**src/rtl/slot_sched_table_if.sv**
```systemverilog
// Host register-access, issue-handshake and sequencer-control bundle for slot_sched_table.
// The master side is the host/engine; the slave side is the scheduler table.
interface slot_sched_table_if #(
   parameter int INDEX_WIDTH = 3,
   parameter int ADDR_WIDTH  = 32,
   parameter int SIZE_WIDTH  = 26,
   parameter int MSK_WIDTH   = 8,
   parameter int DATA_WIDTH  = 32
);
   logic                   wr_en;
   logic [INDEX_WIDTH-1:0] wr_index;
   logic [2:0]             wr_field;
   logic [DATA_WIDTH-1:0]  wr_data;
   logic                   wr_err;
   logic                   rd_en;
   logic [INDEX_WIDTH-1:0] rd_index;
   logic [2:0]             rd_field;
   logic [DATA_WIDTH-1:0]  rd_data;
   logic                   rd_valid;
   logic                   start;
   logic [INDEX_WIDTH-1:0] start_index;
   logic                   abort;
   logic                   iss_valid;
   logic                   iss_ready;
   logic [ADDR_WIDTH-1:0]  iss_src_addr;
   logic [SIZE_WIDTH-1:0]  iss_src_size;
   logic [ADDR_WIDTH-1:0]  iss_des_addr;
   logic [SIZE_WIDTH-1:0]  iss_des_size;
   logic [MSK_WIDTH-1:0]   iss_ld_mask;
   logic [MSK_WIDTH-1:0]   iss_st_mask;
   logic [INDEX_WIDTH-1:0] iss_index;
   logic                   eng_done;
   logic                   busy;
   logic                   seq_done;

   modport master (
      output wr_en, wr_index, wr_field, wr_data, rd_en, rd_index, rd_field,
             start, start_index, abort, iss_ready, eng_done,
      input  wr_err, rd_data, rd_valid, iss_valid, iss_src_addr, iss_src_size,
             iss_des_addr, iss_des_size, iss_ld_mask, iss_st_mask, iss_index,
             busy, seq_done
   );

   modport slave (
      input  wr_en, wr_index, wr_field, wr_data, rd_en, rd_index, rd_field,
             start, start_index, abort, iss_ready, eng_done,
      output wr_err, rd_data, rd_valid, iss_valid, iss_src_addr, iss_src_size,
             iss_des_addr, iss_des_size, iss_ld_mask, iss_st_mask, iss_index,
             busy, seq_done
   );
endinterface

```
**src/rtl/slot_sched_table.sv**
```systemverilog
// Slot descriptor table with host read/write access and a sequencer that walks slots
// from a start index, issues READY slots to an engine and profiles their run time.
module slot_sched_table #(
   parameter int INDEX_WIDTH   = 3,
   parameter int ADDR_WIDTH    = 32,
   parameter int SIZE_WIDTH    = 26,
   parameter int PROFILE_WIDTH = 32,
   parameter int MSK_WIDTH     = 8,
   parameter int DATA_WIDTH    = 32
) (
   input logic               clk,
   input logic               reset,
   slot_sched_table_if.slave bus
);
   localparam int SLOTS = 1 << INDEX_WIDTH;
   localparam logic [INDEX_WIDTH:0] VIS_FULL = (INDEX_WIDTH+1)'(SLOTS);
   localparam logic [1:0] ST_EMPTY   = 2'd0;
   localparam logic [1:0] ST_READY   = 2'd1;
   localparam logic [1:0] ST_RUNNING = 2'd2;
   localparam logic [1:0] ST_DONE    = 2'd3;

   typedef enum logic [2:0] {
      S_IDLE   = 3'd0,
      S_SCAN   = 3'd1,
      S_ISSUE  = 3'd2,
      S_WAIT   = 3'd3,
      S_FINISH = 3'd4
   } state_e;

   state_e                   state_q, state_d;
   logic [INDEX_WIDTH-1:0]   ptr_q, ptr_d, ptr_inc_s;
   logic [INDEX_WIDTH:0]     visited_q, visited_d, vis_inc_s;
   logic [PROFILE_WIDTH-1:0] cnt_q, cnt_d, cnt_inc_s;

   logic [ADDR_WIDTH-1:0]    src_addr_q [SLOTS];
   logic [SIZE_WIDTH-1:0]    src_size_q [SLOTS];
   logic [ADDR_WIDTH-1:0]    des_addr_q [SLOTS];
   logic [SIZE_WIDTH-1:0]    des_size_q [SLOTS];
   logic [1:0]               status_q   [SLOTS];
   logic [MSK_WIDTH-1:0]     ld_mask_q  [SLOTS];
   logic [MSK_WIDTH-1:0]     st_mask_q  [SLOTS];
   logic [PROFILE_WIDTH-1:0] profile_q  [SLOTS];

   logic                     set_running_s, set_ready_s, set_done_s, wr_block_s;
   logic [DATA_WIDTH-1:0]    rd_mux_s;
   logic                     wr_err_q, rd_valid_q, iss_valid_q, busy_q, seq_done_q;
   logic [DATA_WIDTH-1:0]    rd_data_q;
   logic [ADDR_WIDTH-1:0]    iss_src_addr_q, iss_des_addr_q;
   logic [SIZE_WIDTH-1:0]    iss_src_size_q, iss_des_size_q;
   logic [MSK_WIDTH-1:0]     iss_ld_mask_q, iss_st_mask_q;
   logic [INDEX_WIDTH-1:0]   iss_index_q;

   assign ptr_inc_s = ptr_q + INDEX_WIDTH'(1);
   assign vis_inc_s = visited_q + (INDEX_WIDTH+1)'(1);
   assign cnt_inc_s = (cnt_q == {PROFILE_WIDTH{1'b1}}) ? cnt_q : cnt_q + PROFILE_WIDTH'(1);
   // The slot owned by the engine cannot be modified by the host.
   assign wr_block_s = bus.wr_en && (bus.wr_index == ptr_q) &&
                       ((state_q == S_ISSUE) || (state_q == S_WAIT));

   always_comb begin
      state_d       = state_q;
      ptr_d         = ptr_q;
      visited_d     = visited_q;
      cnt_d         = cnt_q;
      set_running_s = 1'b0;
      set_ready_s   = 1'b0;
      set_done_s    = 1'b0;
      case (state_q)
         S_IDLE: begin
            if (bus.start) begin
               state_d   = S_SCAN;
               ptr_d     = bus.start_index;
               visited_d = '0;
            end else begin
               state_d = S_IDLE;
            end
         end
         S_SCAN: begin
            if (bus.abort) begin
               state_d = S_FINISH;
            end else begin
               case (status_q[ptr_q])
                  ST_READY: begin
                     state_d       = S_ISSUE;
                     set_running_s = 1'b1;
                  end
                  ST_EMPTY: state_d = S_FINISH;
                  default: begin
                     ptr_d     = ptr_inc_s;
                     visited_d = vis_inc_s;
                     state_d   = (vis_inc_s == VIS_FULL) ? S_FINISH : S_SCAN;
                  end
               endcase
            end
         end
         S_ISSUE: begin
            if (bus.abort) begin
               state_d     = S_FINISH;
               set_ready_s = 1'b1;
            end else if (bus.iss_ready) begin
               state_d = S_WAIT;
               cnt_d   = '0;
            end else begin
               state_d = S_ISSUE;
            end
         end
         S_WAIT: begin
            if (bus.abort) begin
               state_d     = S_FINISH;
               set_ready_s = 1'b1;
            end else if (bus.eng_done) begin
               set_done_s = 1'b1;
               ptr_d      = ptr_inc_s;
               visited_d  = vis_inc_s;
               state_d    = (vis_inc_s == VIS_FULL) ? S_FINISH : S_SCAN;
            end else begin
               cnt_d = cnt_inc_s;
            end
         end
         S_FINISH: state_d = S_IDLE;
         default:  state_d = S_IDLE;
      endcase
   end

   always_comb begin
      rd_mux_s = '0;
      case (bus.rd_field)
         3'd0:    rd_mux_s = DATA_WIDTH'(src_addr_q[bus.rd_index]);
         3'd1:    rd_mux_s = DATA_WIDTH'(src_size_q[bus.rd_index]);
         3'd2:    rd_mux_s = DATA_WIDTH'(des_addr_q[bus.rd_index]);
         3'd3:    rd_mux_s = DATA_WIDTH'(des_size_q[bus.rd_index]);
         3'd4:    rd_mux_s = DATA_WIDTH'(status_q[bus.rd_index]);
         3'd5:    rd_mux_s = DATA_WIDTH'(ld_mask_q[bus.rd_index]);
         3'd6:    rd_mux_s = DATA_WIDTH'(st_mask_q[bus.rd_index]);
         3'd7:    rd_mux_s = DATA_WIDTH'(profile_q[bus.rd_index]);
         default: rd_mux_s = '0;
      endcase
   end

   // Sequencer registers.
   always_ff @(posedge clk) begin
      if (reset) begin
         state_q   <= S_IDLE;
         ptr_q     <= '0;
         visited_q <= '0;
         cnt_q     <= '0;
      end else begin
         state_q   <= state_d;
         ptr_q     <= ptr_d;
         visited_q <= visited_d;
         cnt_q     <= cnt_d;
      end
   end

   // Slot storage; sequencer status updates override a same-cycle host write.
   always_ff @(posedge clk) begin
      if (reset) begin
         for (int i = 0; i < SLOTS; i++) begin
            src_addr_q[i] <= '0;
            src_size_q[i] <= '0;
            des_addr_q[i] <= '0;
            des_size_q[i] <= '0;
            status_q[i]   <= ST_EMPTY;
            ld_mask_q[i]  <= '0;
            st_mask_q[i]  <= '0;
            profile_q[i]  <= '0;
         end
      end else begin
         if (bus.wr_en && !wr_block_s) begin
            case (bus.wr_field)
               3'd0:    src_addr_q[bus.wr_index] <= bus.wr_data[ADDR_WIDTH-1:0];
               3'd1:    src_size_q[bus.wr_index] <= bus.wr_data[SIZE_WIDTH-1:0];
               3'd2:    des_addr_q[bus.wr_index] <= bus.wr_data[ADDR_WIDTH-1:0];
               3'd3:    des_size_q[bus.wr_index] <= bus.wr_data[SIZE_WIDTH-1:0];
               3'd4:    status_q[bus.wr_index]   <= bus.wr_data[1:0];
               3'd5:    ld_mask_q[bus.wr_index]  <= bus.wr_data[MSK_WIDTH-1:0];
               3'd6:    st_mask_q[bus.wr_index]  <= bus.wr_data[MSK_WIDTH-1:0];
               default: ;
            endcase
         end
         if (set_running_s) status_q[ptr_q] <= ST_RUNNING;
         if (set_ready_s)   status_q[ptr_q] <= ST_READY;
         if (set_done_s) begin
            status_q[ptr_q]  <= ST_DONE;
            profile_q[ptr_q] <= cnt_inc_s;
         end
      end
   end

   // Registered host and engine-facing outputs.
   always_ff @(posedge clk) begin
      if (reset) begin
         wr_err_q       <= 1'b0;
         rd_valid_q     <= 1'b0;
         rd_data_q      <= '0;
         iss_valid_q    <= 1'b0;
         busy_q         <= 1'b0;
         seq_done_q     <= 1'b0;
         iss_src_addr_q <= '0;
         iss_src_size_q <= '0;
         iss_des_addr_q <= '0;
         iss_des_size_q <= '0;
         iss_ld_mask_q  <= '0;
         iss_st_mask_q  <= '0;
         iss_index_q    <= '0;
      end else begin
         wr_err_q    <= wr_block_s;
         rd_valid_q  <= bus.rd_en;
         if (bus.rd_en) rd_data_q <= rd_mux_s;
         iss_valid_q <= (state_d == S_ISSUE);
         busy_q      <= (state_d != S_IDLE);
         seq_done_q  <= (state_q == S_FINISH);
         if (set_running_s) begin
            iss_src_addr_q <= src_addr_q[ptr_q];
            iss_src_size_q <= src_size_q[ptr_q];
            iss_des_addr_q <= des_addr_q[ptr_q];
            iss_des_size_q <= des_size_q[ptr_q];
            iss_ld_mask_q  <= ld_mask_q[ptr_q];
            iss_st_mask_q  <= st_mask_q[ptr_q];
            iss_index_q    <= ptr_q;
         end
      end
   end

   assign bus.wr_err       = wr_err_q;
   assign bus.rd_valid     = rd_valid_q;
   assign bus.rd_data      = rd_data_q;
   assign bus.iss_valid    = iss_valid_q;
   assign bus.busy         = busy_q;
   assign bus.seq_done     = seq_done_q;
   assign bus.iss_src_addr = iss_src_addr_q;
   assign bus.iss_src_size = iss_src_size_q;
   assign bus.iss_des_addr = iss_des_addr_q;
   assign bus.iss_des_size = iss_des_size_q;
   assign bus.iss_ld_mask  = iss_ld_mask_q;
   assign bus.iss_st_mask  = iss_st_mask_q;
   assign bus.iss_index    = iss_index_q;
endmodule

```
**src/flat_wrapper.sv**
```systemverilog
// flat-port wrapper written by rule: the top's interface ports become plain ports
module slot_sched_table_flat 
#(
   parameter int INDEX_WIDTH   = 3,
   parameter int ADDR_WIDTH    = 32,
   parameter int SIZE_WIDTH    = 26,
   parameter int PROFILE_WIDTH = 32,
   parameter int MSK_WIDTH     = 8,
   parameter int DATA_WIDTH    = 32
)
  (clk, reset, bus_wr_en, bus_wr_index, bus_wr_field, bus_wr_data, bus_rd_en, bus_rd_index, bus_rd_field, bus_start, bus_start_index, bus_abort, bus_iss_ready, bus_eng_done, bus_wr_err, bus_rd_data, bus_rd_valid, bus_iss_valid, bus_iss_src_addr, bus_iss_src_size, bus_iss_des_addr, bus_iss_des_size, bus_iss_ld_mask, bus_iss_st_mask, bus_iss_index, bus_busy, bus_seq_done);
  slot_sched_table_if #(.INDEX_WIDTH(INDEX_WIDTH), .ADDR_WIDTH(ADDR_WIDTH), .SIZE_WIDTH(SIZE_WIDTH), .MSK_WIDTH(MSK_WIDTH), .DATA_WIDTH(DATA_WIDTH)) bus_i ();
  input logic clk;
  input logic reset;
  input wire logic [$bits(bus_i.wr_en)-1:0] bus_wr_en;
  input wire logic [$bits(bus_i.wr_index)-1:0] bus_wr_index;
  input wire logic [$bits(bus_i.wr_field)-1:0] bus_wr_field;
  input wire logic [$bits(bus_i.wr_data)-1:0] bus_wr_data;
  input wire logic [$bits(bus_i.rd_en)-1:0] bus_rd_en;
  input wire logic [$bits(bus_i.rd_index)-1:0] bus_rd_index;
  input wire logic [$bits(bus_i.rd_field)-1:0] bus_rd_field;
  input wire logic [$bits(bus_i.start)-1:0] bus_start;
  input wire logic [$bits(bus_i.start_index)-1:0] bus_start_index;
  input wire logic [$bits(bus_i.abort)-1:0] bus_abort;
  input wire logic [$bits(bus_i.iss_ready)-1:0] bus_iss_ready;
  input wire logic [$bits(bus_i.eng_done)-1:0] bus_eng_done;
  output wire logic [$bits(bus_i.wr_err)-1:0] bus_wr_err;
  output wire logic [$bits(bus_i.rd_data)-1:0] bus_rd_data;
  output wire logic [$bits(bus_i.rd_valid)-1:0] bus_rd_valid;
  output wire logic [$bits(bus_i.iss_valid)-1:0] bus_iss_valid;
  output wire logic [$bits(bus_i.iss_src_addr)-1:0] bus_iss_src_addr;
  output wire logic [$bits(bus_i.iss_src_size)-1:0] bus_iss_src_size;
  output wire logic [$bits(bus_i.iss_des_addr)-1:0] bus_iss_des_addr;
  output wire logic [$bits(bus_i.iss_des_size)-1:0] bus_iss_des_size;
  output wire logic [$bits(bus_i.iss_ld_mask)-1:0] bus_iss_ld_mask;
  output wire logic [$bits(bus_i.iss_st_mask)-1:0] bus_iss_st_mask;
  output wire logic [$bits(bus_i.iss_index)-1:0] bus_iss_index;
  output wire logic [$bits(bus_i.busy)-1:0] bus_busy;
  output wire logic [$bits(bus_i.seq_done)-1:0] bus_seq_done;
  assign bus_i.wr_en = bus_wr_en;
  assign bus_i.wr_index = bus_wr_index;
  assign bus_i.wr_field = bus_wr_field;
  assign bus_i.wr_data = bus_wr_data;
  assign bus_i.rd_en = bus_rd_en;
  assign bus_i.rd_index = bus_rd_index;
  assign bus_i.rd_field = bus_rd_field;
  assign bus_i.start = bus_start;
  assign bus_i.start_index = bus_start_index;
  assign bus_i.abort = bus_abort;
  assign bus_i.iss_ready = bus_iss_ready;
  assign bus_i.eng_done = bus_eng_done;
  assign bus_wr_err = bus_i.wr_err;
  assign bus_rd_data = bus_i.rd_data;
  assign bus_rd_valid = bus_i.rd_valid;
  assign bus_iss_valid = bus_i.iss_valid;
  assign bus_iss_src_addr = bus_i.iss_src_addr;
  assign bus_iss_src_size = bus_i.iss_src_size;
  assign bus_iss_des_addr = bus_i.iss_des_addr;
  assign bus_iss_des_size = bus_i.iss_des_size;
  assign bus_iss_ld_mask = bus_i.iss_ld_mask;
  assign bus_iss_st_mask = bus_i.iss_st_mask;
  assign bus_iss_index = bus_i.iss_index;
  assign bus_busy = bus_i.busy;
  assign bus_seq_done = bus_i.seq_done;
  slot_sched_table #(.INDEX_WIDTH(INDEX_WIDTH), .ADDR_WIDTH(ADDR_WIDTH), .SIZE_WIDTH(SIZE_WIDTH), .PROFILE_WIDTH(PROFILE_WIDTH), .MSK_WIDTH(MSK_WIDTH), .DATA_WIDTH(DATA_WIDTH)) u_core (.clk(clk), .reset(reset), .bus(bus_i));
endmodule
```
**config.mk**
```make
export PLATFORM = sky130hd
export DESIGN_NAME = slot_sched_table_flat
export DESIGN_NICKNAME = d
export VERILOG_FILES = /design/src/rtl/slot_sched_table_if.sv /design/src/rtl/slot_sched_table.sv /design/src/flat_wrapper.sv
export SDC_FILE = /design/constraint.sdc
export NUM_CORES = 2
export LEC_CHECK = 0
export BUFFER_PORTS_ARGS = -buffer_cell sky130_fd_sc_hd__buf_2
export CAP_MARGIN = 20
export CORE_MARGIN = 2
export CORE_UTILIZATION = 55
export DETAILED_ROUTE_END_ITERATION = 10
export PLACE_DENSITY = 0.72
export SYNTH_ARGS = -nofsm -noshare
export SYNTH_HDL_FRONTEND = slang
export SYNTH_SLANG_ARGS = --single-unit
```
**constraint.sdc**
```tcl
create_clock -name clk -period 4.2 [get_ports clk]
set_clock_uncertainty 0.15 [all_clocks]
set_input_delay 0.21 -clock clk [delete_from_list [all_inputs] [get_ports clk]]
set_output_delay 0.21 -clock clk [all_outputs]
set_load 0.02 [all_outputs]
```
==> impl_metrics.yaml <==
drt:
  dr_total_vias: 55100
  route.detailed.drc: 0
  dr.pass1.iters: 8
  wirelength_mm: 268
  via_per_inst: 6.99
  ant_nets: 0
  post_drt_wl_per_cell_um: 34.1
  drtIter0Drc: 9649
clock_network:
  clock_sinks: 1545
  htree_levels: 4
  cts_tree: "yes"
  clk_path_buf_depth: 3
  cts_made_buffers: 162
  root_buffer: "clkbuf_16"
  clkLatencyLatePin_ns: 0.83
  ctsResizeCount: 0
  path_clk_slew_ns: 0.06
timing:
  max_freq_mhz: 272
  tns_ns: 0
  setup_ws_ns: 0.522
  finalCriticalPeriod_ns: 3.68
  slew_violations: 0
  rsz0062_at_grt: "false"
  worstMarginPinSlew_ns: 1.26
  setup_violations: 0
  post-route-period-util_pct: 87.6
  slew_headroom_pct: 15.9
  finalHoldViolations: 0
global_route:
  grt_usage_pct: 37.6
  antenna_found_initial: 19
  grt_start_max_net_pins: 131
  grt_pass1_vias: 52600
  grt_pass1_wl_mm: 378
  overflow: 0
power_and_ir_drop:
  intPower_mw: 27.9
  p_leak_nw: 29.8
  power.total_mw: 38.0
  pwr-share-comb_pct: 14.1
  pwr-share-seq_pct: 46.9
  clkPwrFrac_pct: 38.9
  cellPowerDensity_nw_per_um2: 444
  switchingPower_mw: 10.1
  ir_worst_vdd_mv: 0.340
  switching_share_pct: 26.6
layout:
  drive_gt1_share_pct: 21.4
  final_nets: 6003
  syn_to_final_growth_pct: 12.8
  stdcell_count: 7882
synth:
  yosys_register_bits: 1545
  synth.distinct_cells: 83
  synth_nets: 5867
  syn-cell-area_um2: 76100
  synth_top_family_by_area: "multiplexers"
  synth_cells: 5809
  synthAdderAreaFrac_pct: 0.0494
  synth-async-reset-ratio_pct: 0
  synth_edf_count: 1328
  synth_compound_area_share_pct: 7.61
  synth-simple-area-share_pct: 14.8
  ys_seq_area_share_pct: 58.1
  synth_xor_area_share_pct: 0.513
  synth.area.mux_share_pct: 15.9
  syn_area_per_cell_um2: 13.1
  ys.flop_type: "edfxtp_1"
  yosysWarnings: 0
job:
  maxCapViolCount: 0
worst_setup_path:
  crit_path_end: "u_core.src_size_q[0][22]"
  path_cells: "nor2b_1, a41oi_1, nor2b_1, nand2_1, nor2_2, or2_2"
  path_buf_inv: 0
  setup.worst_path.start_class: "register"
  worstSetupPathType: "register to register"
  worst-path-stages: 6
  r2r_slack_ns: 0.52
  setup.worst_path.start: "u_core.state_q[1]"
  cp-end-kind: "register"
  crit_family: "simple AND/OR/NAND/NOR gates"
  arrival_ns: 3.96
  required_ns: 4.48
  crit_top_cell: "nor2b_1"
  slowest_stage: "or2_2"
  critPathMaxFanout: 26
  reg2reg_from: "u_core.state_q[1]"
  r2r-end: "u_core.src_size_q[0][22]"
  rr_worst_depth: 6
  cp_slowest_stage_delay_ns: 0.94
placed_design:
  dp_hpwl_mm: 166
  gp_congestion: 0.925
  place_ws_ns: 0.635
  dp.cells: 7529
  io_buffers: 226
floorplanning:
  core_area_um2: 137000
  die_h_um: 376
  initial_core_util_pct: 55.4
  die_area_um2: 141000
  io_pins: 227
  dieWidth_um: 376
  num_rows: 136
run_status:
  outcome: "complete, no violations"
hold_path:
  hold_class: "primary input to register"
## layout by cell type (no fill, tap or decap), types with 21 or more instances in the layout
cell / n
and2_1: 1062
a221o_1: 32
dlygate4sd3_1: 44
clkinv_1: 21
a21oi_1: 156
buf_2: 221
a211oi_1: 106
mux2_2: 95
buf_4: 213
clkbuf_1: 49
or2_2: 51
clkbuf_16: 172
nand3_1: 28
a221oi_1: 141
mux4_2: 359
nor2_1: 578
a311oi_1: 22
clkinv_2: 21
o22ai_1: 85
a22o_1: 22
nor2_2: 28
o21ai_0: 83
edfxtp_1: 1328
mux2i_1: 293
nor3_1: 82
nand2_1: 143
buf_12: 36
dfxtp_1: 214
a22oi_1: 76
## synth_stat cells, types with 22 or more instances
cell / instances / area [µm²]
mux2i_1: 293 / 2930
clkbuf_1: 411 / 1540
a211oi_1: 106 / 796
nor2_1: 623 / 2340
dfxtp_1: 217 / 4340
a21oi_1: 156 / 781
nor3_1: 84 / 420
o22ai_1: 85 / 532
or2_2: 51 / 319
a221o_1: 32 / 320
mux4_2: 359 / 8090
and2_1: 1062 / 6640
buf_1: 37 / 139
a22oi_1: 76 / 571
mux2_2: 95 / 1070
a311oi_1: 22 / 193
a22o_1: 22 / 193
a221oi_1: 141 / 1230
buf_2: 93 / 465
edfxtp_1: 1328 / 39900
nand2_1: 144 / 541
o21ai_0: 83 / 415
nand3_1: 29 / 145
## per-stage QoR
stage               area [µm²]  util (%)  hold slack [ns]
floorplan                76100         -            0.215
global placement         79800      58.1            0.312
detailed placement       79800      58.1            0.318
CTS                      85700      62.4           0.0148
global route             85800      62.5           0.0649
finish                   85800      62.5           0.0604
## layout make-up
cell class / instances / area, µm²
inverters: 10 / 38.8
well taps: 1794 / 2240
clock inverters: 65 / 712
fillers: 10100 / 51500
flip-flops and latches: 1545 / 44200
repair buffers: 518 / 3930
multi-input cells: 3708 / 29900
diodes: 3 / 7.51
clock buffers: 239 / 4740
## metal layers
layer / GRT usage [%] / wire (µm) / vias to the layer above
li1: - / - / 22200
met3: 9.59 / 38600 / 889
met2: 55.2 / 117000 / 4814
met1: 50.3 / 93400 / 27200
met4: 23.3 / 19100 / 14
met5: 0 / 113 / -
## power by group through the flow
| stage | Combinational (mW) | Clock [mW] | Sequential [mW] |
|---|---|---|---|
| after floorplan | 2.95 | 0 | 18.0 |
| after global routing | 5.48 | 15.4 | 17.9 |
| after CTS | 5.18 | 14.8 | 17.8 |
| after detailed placement | 5.12 | 0 | 18.1 |
| final | 5.37 | 14.8 | 17.9 |
| after global placement | 5.07 | 0 | 18.1 |
## registers in the layout (all words and copies together) (netlist names), 8 cells and up, named ones only
register / flops
u_core.src_size_q: 208
u_core.cnt_q: 32
u_core.bus.iss_des_size: 26
u_core.profile_q: 256
u_core.bus.iss_src_addr: 32
u_core.bus.iss_st_mask: 8
u_core.ld_mask_q: 64
u_core.bus.rd_data: 32
u_core.status_q: 16
u_core.src_addr_q: 256
u_core.bus.iss_ld_mask: 8
u_core.des_addr_q: 256
u_core.st_mask_q: 64
u_core.bus.iss_src_size: 26
u_core.bus.iss_des_addr: 32
u_core.des_size_q: 208
## cell families (layout without fill, tap and decap cells)
family | count (synthesis) | count (layout)
AO/OA/AOI/OAI | 813 | 813
XOR/XNOR | 33 | 33
adder cells (fa/ha/maj) | 3 | 3
buffers and inverters | 556 | 832
flip-flops | 1545 | 1545
multiplexers | 749 | 749
other | 0 | 3
AND/OR/NAND/NOR | 2110 | 2110
## worst min path at each step
stage / startpoint / endpoint / cells past startpoint
2_1_floorplan: bus_wr_en / u_core.bus.wr_err / 2
3_3_place_gp: u_core.bus.rd_data[6] / u_core.bus.rd_data[6] / 2
3_5_place_dp: u_core.bus.rd_data[14] / u_core.bus.rd_data[14] / 2
4_1_cts: bus_wr_data[7] / u_core.ld_mask_q[6][7] / 2
5_1_grt: bus_wr_data[7] / u_core.st_mask_q[2][7] / 2
6_report: bus_wr_data[7] / u_core.st_mask_q[7][7] / 2
## timing repair
| item | in CTS | in global routing |
|---|---|---|
| endpoints found under the hold margin | 808 | 0 |
| setup endpoints to repair | 0 | 0 |
| buffers inserted | 0 | 0 |
| hold buffers | 44 | 0 |
Power figures use the tool's default switching activity.
